--- config.mk ---
export PLATFORM = sky130hd
export DESIGN_NAME = rdmx_hdr_decode
export DESIGN_NICKNAME = d
export VERILOG_FILES = /design/src/rtl/rdmx_check_pkg.sv /design/src/rtl/rdmx_hdr_decode.sv
export SDC_FILE = /design/constraint.sdc
export NUM_CORES = 1
export LEC_CHECK = 0
export CAP_MARGIN = 20
export CORE_AREA = 2 2 417 419
export CTS_BUF_LIST = sky130_fd_sc_hd__clkbuf_4 sky130_fd_sc_hd__clkbuf_8 sky130_fd_sc_hd__clkbuf_16
export CTS_CLUSTER_DIAMETER = 100
export CTS_CLUSTER_SIZE = 20
export DETAILED_ROUTE_END_ITERATION = 10
export DIE_AREA = 0 0 419 421
export GPL_TIMING_DRIVEN = 0
export PLACE_DENSITY_LB_ADDON = 0.12
export SYNTH_ARGS = -nofsm -noshare
export SYNTH_HDL_FRONTEND = slang
export SYNTH_SLANG_ARGS = --single-unit
--- constraint.sdc ---
create_clock -name clk -period 0.8 [get_ports clk]
set_input_delay 0.16 -clock clk [delete_from_list [all_inputs] [get_ports clk]]
set_output_delay 0.16 -clock clk [all_outputs]
set_load 0.05 [all_outputs]
--- src/rtl/rdmx_check_pkg.sv ---
// Shared definitions for the RDMX frame checker: FSM encodings, error bit
// positions and the RDMX header layout (byte offsets in network order).
package rdmx_check_pkg;

    typedef logic [2:0] state_t;

    localparam state_t ST_GET_PATTERN = 3'd0;
    localparam state_t ST_FD_HDR      = 3'd1;
    localparam state_t ST_FD_DATA     = 3'd2;
    localparam state_t ST_MD_HDR      = 3'd3;
    localparam state_t ST_MD_DATA     = 3'd4;
    localparam state_t ST_FC_HDR      = 3'd5;
    localparam state_t ST_FC_DATA     = 3'd6;
    localparam state_t ST_DRAIN       = 3'd7;

    localparam logic [3:0] ERR_FD_HDR  = 4'd0;
    localparam logic [3:0] ERR_FD      = 4'd1;
    localparam logic [3:0] ERR_FD_PLEN = 4'd2;
    localparam logic [3:0] ERR_MD_HDR  = 4'd3;
    localparam logic [3:0] ERR_MD      = 4'd4;
    localparam logic [3:0] ERR_MD_PLEN = 4'd5;
    localparam logic [3:0] ERR_FC_HDR  = 4'd6;
    localparam logic [3:0] ERR_FC      = 4'd7;
    localparam logic [3:0] ERR_FC_PLEN = 4'd8;
    localparam logic [3:0] ERR_CFG     = 4'd9;

    localparam logic [15:0] RDMX_MAGIC      = 16'h0122;
    localparam logic [15:0] PACKET_OVERHEAD = 16'd50;

    // Both fields are big-endian on the wire; offsets count from the first byte of beat 0.
    localparam int HDR_OFF_IP4_LEN = 16;
    localparam int HDR_OFF_MAGIC   = 42;

    function automatic logic [4:0] log2_floor(input logic [15:0] v);
        log2_floor = 5'd0;
        for (int i = 0; i < 16; i++) begin
            if (v[i]) log2_floor = 5'(i);
        end
    endfunction

    function automatic logic is_pow2(input logic [15:0] v);
        return (v != 16'd0) && ((v & (v - 16'd1)) == 16'd0);
    endfunction

endpackage

--- src/rtl/rdmx_hdr_decode.sv ---
// Input register for the CMAC beat plus RDMX header field extraction.
// With RDMX_ERR_CAPTURE_EN defined the byte-swapped beat is also exported.
module rdmx_hdr_decode
    import rdmx_check_pkg::*;
#(
    parameter int DW = 512
) (
    input  logic          clk,
    input  logic          resetn,
    input  logic [DW-1:0] tdata_i,
    input  logic          beat_en_i,
    input  logic          tlast_i,
    output logic          vld_o,
    output logic          last_o,
    output logic [DW-1:0] beat_o,
`ifdef RDMX_ERR_CAPTURE_EN
    output logic [DW-1:0] swap_o,
`endif
    output logic [15:0]   magic_o,
    output logic [15:0]   ip4_len_o
);

    logic [DW-1:0] beat_q;
    logic          vld_q;
    logic          last_q;

    always_ff @(posedge clk or negedge resetn) begin
        if (!resetn) begin
            beat_q <= '0;
            vld_q  <= 1'b0;
            last_q <= 1'b0;
        end else begin
            vld_q  <= beat_en_i;
            last_q <= beat_en_i & tlast_i;
            if (beat_en_i) beat_q <= tdata_i;
        end
    end

`ifdef RDMX_ERR_CAPTURE_EN
    always_comb begin
        swap_o = '0;
        for (int i = 0; i < DW/8; i++) begin
            swap_o[DW-1-8*i -: 8] = beat_q[8*i +: 8];
        end
    end
`endif

    assign magic_o   = {beat_q[8*HDR_OFF_MAGIC +: 8],   beat_q[8*(HDR_OFF_MAGIC+1) +: 8]};
    assign ip4_len_o = {beat_q[8*HDR_OFF_IP4_LEN +: 8], beat_q[8*(HDR_OFF_IP4_LEN+1) +: 8]};
    assign vld_o     = vld_q;
    assign last_o    = last_q;
    assign beat_o    = beat_q;

endmodule

# Word level (Yosys, flattened, before mapping)
# Index checks and enable logic that the tools add are counted.
dict set report totals {
  regBits 514
  in_bits 516
  out_inout_bits 546
  elab_cells 4
}
dict set report classes {
  n_bitwise 1
}
# op n
set op_table {}
lappend op_table {{AND 1 bit} 1}

# Logic depth before layout (Yosys ltp)
dict set report logic_depth {
  ltp_word 1
  mapped_depth 4
  mapped_depth_nobuf 1
}

# Least setup slack after synthesis
# Ideal clock, no wire load.
dict set report synth_path {
  path_type {reg-to-output}
  from {register beat_q[136] (netlist: beat_o[136])}
  to {output ip4_len_o[0]}
  arrival_ns 0.900
  required_ns 0.640
  setup_slack_ns -0.260
  path_stages_with_launch 2
  path_buffers 1
  path_cell_list {dfrtp_1 buf_4}
}
# item line
set synth_rtl {}
lappend synth_rtl {{start, declared} rdmx_hdr_decode.sv:23} ;# logic [DW-1:0] beat_q;
lappend synth_rtl {{start signal, assigned} rdmx_hdr_decode.sv:35} ;# if (beat_en_i) beat_q <= tdata_i;
lappend synth_rtl {{end, declared} rdmx_hdr_decode.sv:20} ;# output logic [15:0] ip4_len_o
# No word-level cell between the ends.

# Final worst setup path
dict set report layout_path {
  from {register beat_q[337] (netlist: beat_o[337])}
  to {output beat_o[337]}
}
# item line
set layout_rtl {}
lappend layout_rtl {{end, declared} rdmx_hdr_decode.sv:15} ;# output logic [DW-1:0] beat_o,
# No word-level cell between the ends.

==> impl_metrics.yaml <==
synthesis:
  ys_types: 6
  netlist.area_leader.share_pct: 66.0
  synthesis.area_mm2: 0.0195
  ys_seq_area_share_pct: 66.0
  synth.largest_area_cell: "dfrtp_1"
  yosys-top-cells-area: "dfrtp_1, mux2_2, buf_6"
  synth_fp_nets: 1632
  syn_avg_cell_area_um2: 17.5
  yosys_warnings: 0
  syn_inst: 1116
  synth_seq_cells: 514
power:
  ir_drop_mv: 1.37
  power.leakage_nw: 15.5
  p_per_area_mw_per_mm2: 2140
  power_mw: 79.3
cts:
  h-tree-depth: 2
  cts-buffers-inserted: 38
  clkSinkCount: 514
  cts_buffer_depth: 3
  cts_tree: "built"
  clk_latency_ps: 610
  clockRootBuffer: "clkbuf_16"
  clkTransAtPathRegs_ps: 80
  cts_hold_buf: 1
sta:
  hold_viol_final: 157
  setup_viol: 657
  tns_ps: -299930
  period_needed_ps: 1530
  drv_slew: 0
  skew_ps: 0
  slew_headroom_pct: 69.5
  rsz0062_at_grt: "yes"
  fmax_mhz: 655
  worstMarginPinSlew_ps: 458
  whs_ps: -541
  fin_crit_sh_pct: 191
  setup_ws_ps: -726
finish:
  final_util_pct: 21.5
  syn_to_final_growth_pct: 90.5
  drive_above_1_share_pct: 58.0
  layout.cells.non_filler: 4652
  layout.nets: 2803
  fill_cells: 18300
  fin_area_mm2: 0.0371
detailed_routing:
  drt_iter0_drc: 442
  num_vias: 14100
  route.antenna.remaining_nets: 0
  totalWireLength_um: 95000
  vias_per_cell: 3.04
  route.detailed.drc: 0
  routedWlPerCell_um: 20.4
  dr.pass1.iters: 4
place:
  dpl.hpwl_um: 74200
  placed_cell_area_mm2: 0.0336
  dp_cells: 4507
  place.gp.congestion: 0.774
  portBuffers: 1061
  dp_slack_ps: -1140
worst_setup_path:
  path_class: "reg -> out"
  startpoint_type: "flop"
  worstPathCellList: "buf_2"
  cp_num_buf_inv: 1
  cp_slowest_cell: "dfrtp_2"
  path_delay_family: "flip-flops"
  crit_required_ps: 640
  crit_arrival_ps: 1370
  critPathMaxFanout: 3
  cp-end-kind: "output port"
  critPathMaxStageDelay_ps: 460
floorplanning:
  dieArea_mm2: 0.176
  core_area_mm2: 0.172
  start_util_pct: 11.3
  die_h_um: 421
  dieWidth_um: 419
  ios: 1062
  row_count: 153
outcome:
  status: "finished with violations"
  violations: "hold timing, setup timing"
global_route:
  grt_pass1_vias: 15700
  grt_pass1_wl_um: 129000
  antenna_found_initial: 19
  grt_util_all_layers_pct: 10.3
  grt_max_degree: 97
  grt_overflow_total: 0
run:
  cap_violations: 0
worst_hold_path:
  worstHoldPathType: "in -> async"
-- cell usage after synthesis --
cell,number
and2_1,1
mux2_2,512
dfrtp_1,514
buf_4,32
buf_6,53
buf_2,4
-- placed cells by master, fill, tap and decap left out, drive strengths merged --
cell / instances
and2: 1
dfrtp: 514
clkinvlp: 4
diode: 12
clkbuf: 53
mux2: 512
buf: 694
clkinv: 7
inv: 8
bufinv: 4
dlygate4sd3: 1
bufbuf: 4
clkdlybuf4s50: 513
-- cells by family after synthesis --
family	count (synthesis)	synth area share (%)
buffers and inverters	89	4.40
muxes	512	29.6
and+or+nand+nor	1	0.0321
DFF	514	66.0
-- cell type report --
type                            instances  area (um2)  area share (%)
Antenna cell                           12        30.0          0.0809
Buffer                                 87        1310            3.53
Clock buffer                           45        1050            2.82
Clock inverter                         23         285           0.768
Multi-Input combinational cell        513        5960            16.1
Sequential cell                       514       12900            34.8
Tap cell                             2325        2910            7.84
Timing Repair Buffer                 1133       12600            34.1
-- worst reg2reg max path: stages (launching register included) --
cell     delay, ps
dfrtp_1        410
buf_6          120
buf_6          100
mux2_4         250
-- sequential cells by signal, indices dropped and copies added (netlist names) --
| register | cells |
|---|---|
| beat_o | 512 |
| vld_o | 1 |
| last_o | 1 |
-- path summary, 6_finish.rpt --
| check | end | cells past startpoint | startpoint | slack [ps] |
|---|---|---|---|---|
| worst max-delay path | beat_o[337] | 1 | beat_o[337] | -730 |
| worst min-delay path | beat_o[61] | 1 | resetn | -540 |
| worst max register to register | beat_o[298] | 3 | beat_o[298] | -200 |
| worst min register to register | beat_o[227] | 1 | beat_o[227] | 530 |
| max in group asynchronous | beat_o[428] | 3 | resetn | 130 |
| min in group clk | last_o | 2 | tlast_i | 100 |
-- where the power goes --
part / internal [mW] / total (mW) / switching, mW / leakage [nW]
combinational: 11.5 / 26.3 / 14.8 / 8.88
clock: 11.0 / 22.3 / 11.3 / 0.646
sequential: 28.6 / 30.8 / 2.14 / 5.95
-- routing by layer --
metal  track usage, %  share of wire [%]  wire (um)  up-vias
li1                 -                  -          -     6239
met1             10.8                 36      33700     7261
met2             19.2                 54      51400      528
met3             3.47                7.7       7350       99
met4             3.24                2.6       2500        8
met5                0              0.048         46        -
-- repair_timing --
action	in CTS	in global routing
buffers inserted	41	19
hold endpoints to repair	158	157
setup endpoints to repair	1323	865
gates resized for setup	3911	81
cloned	9	8
No activity file was read; power rests on OpenSTA's default activity.
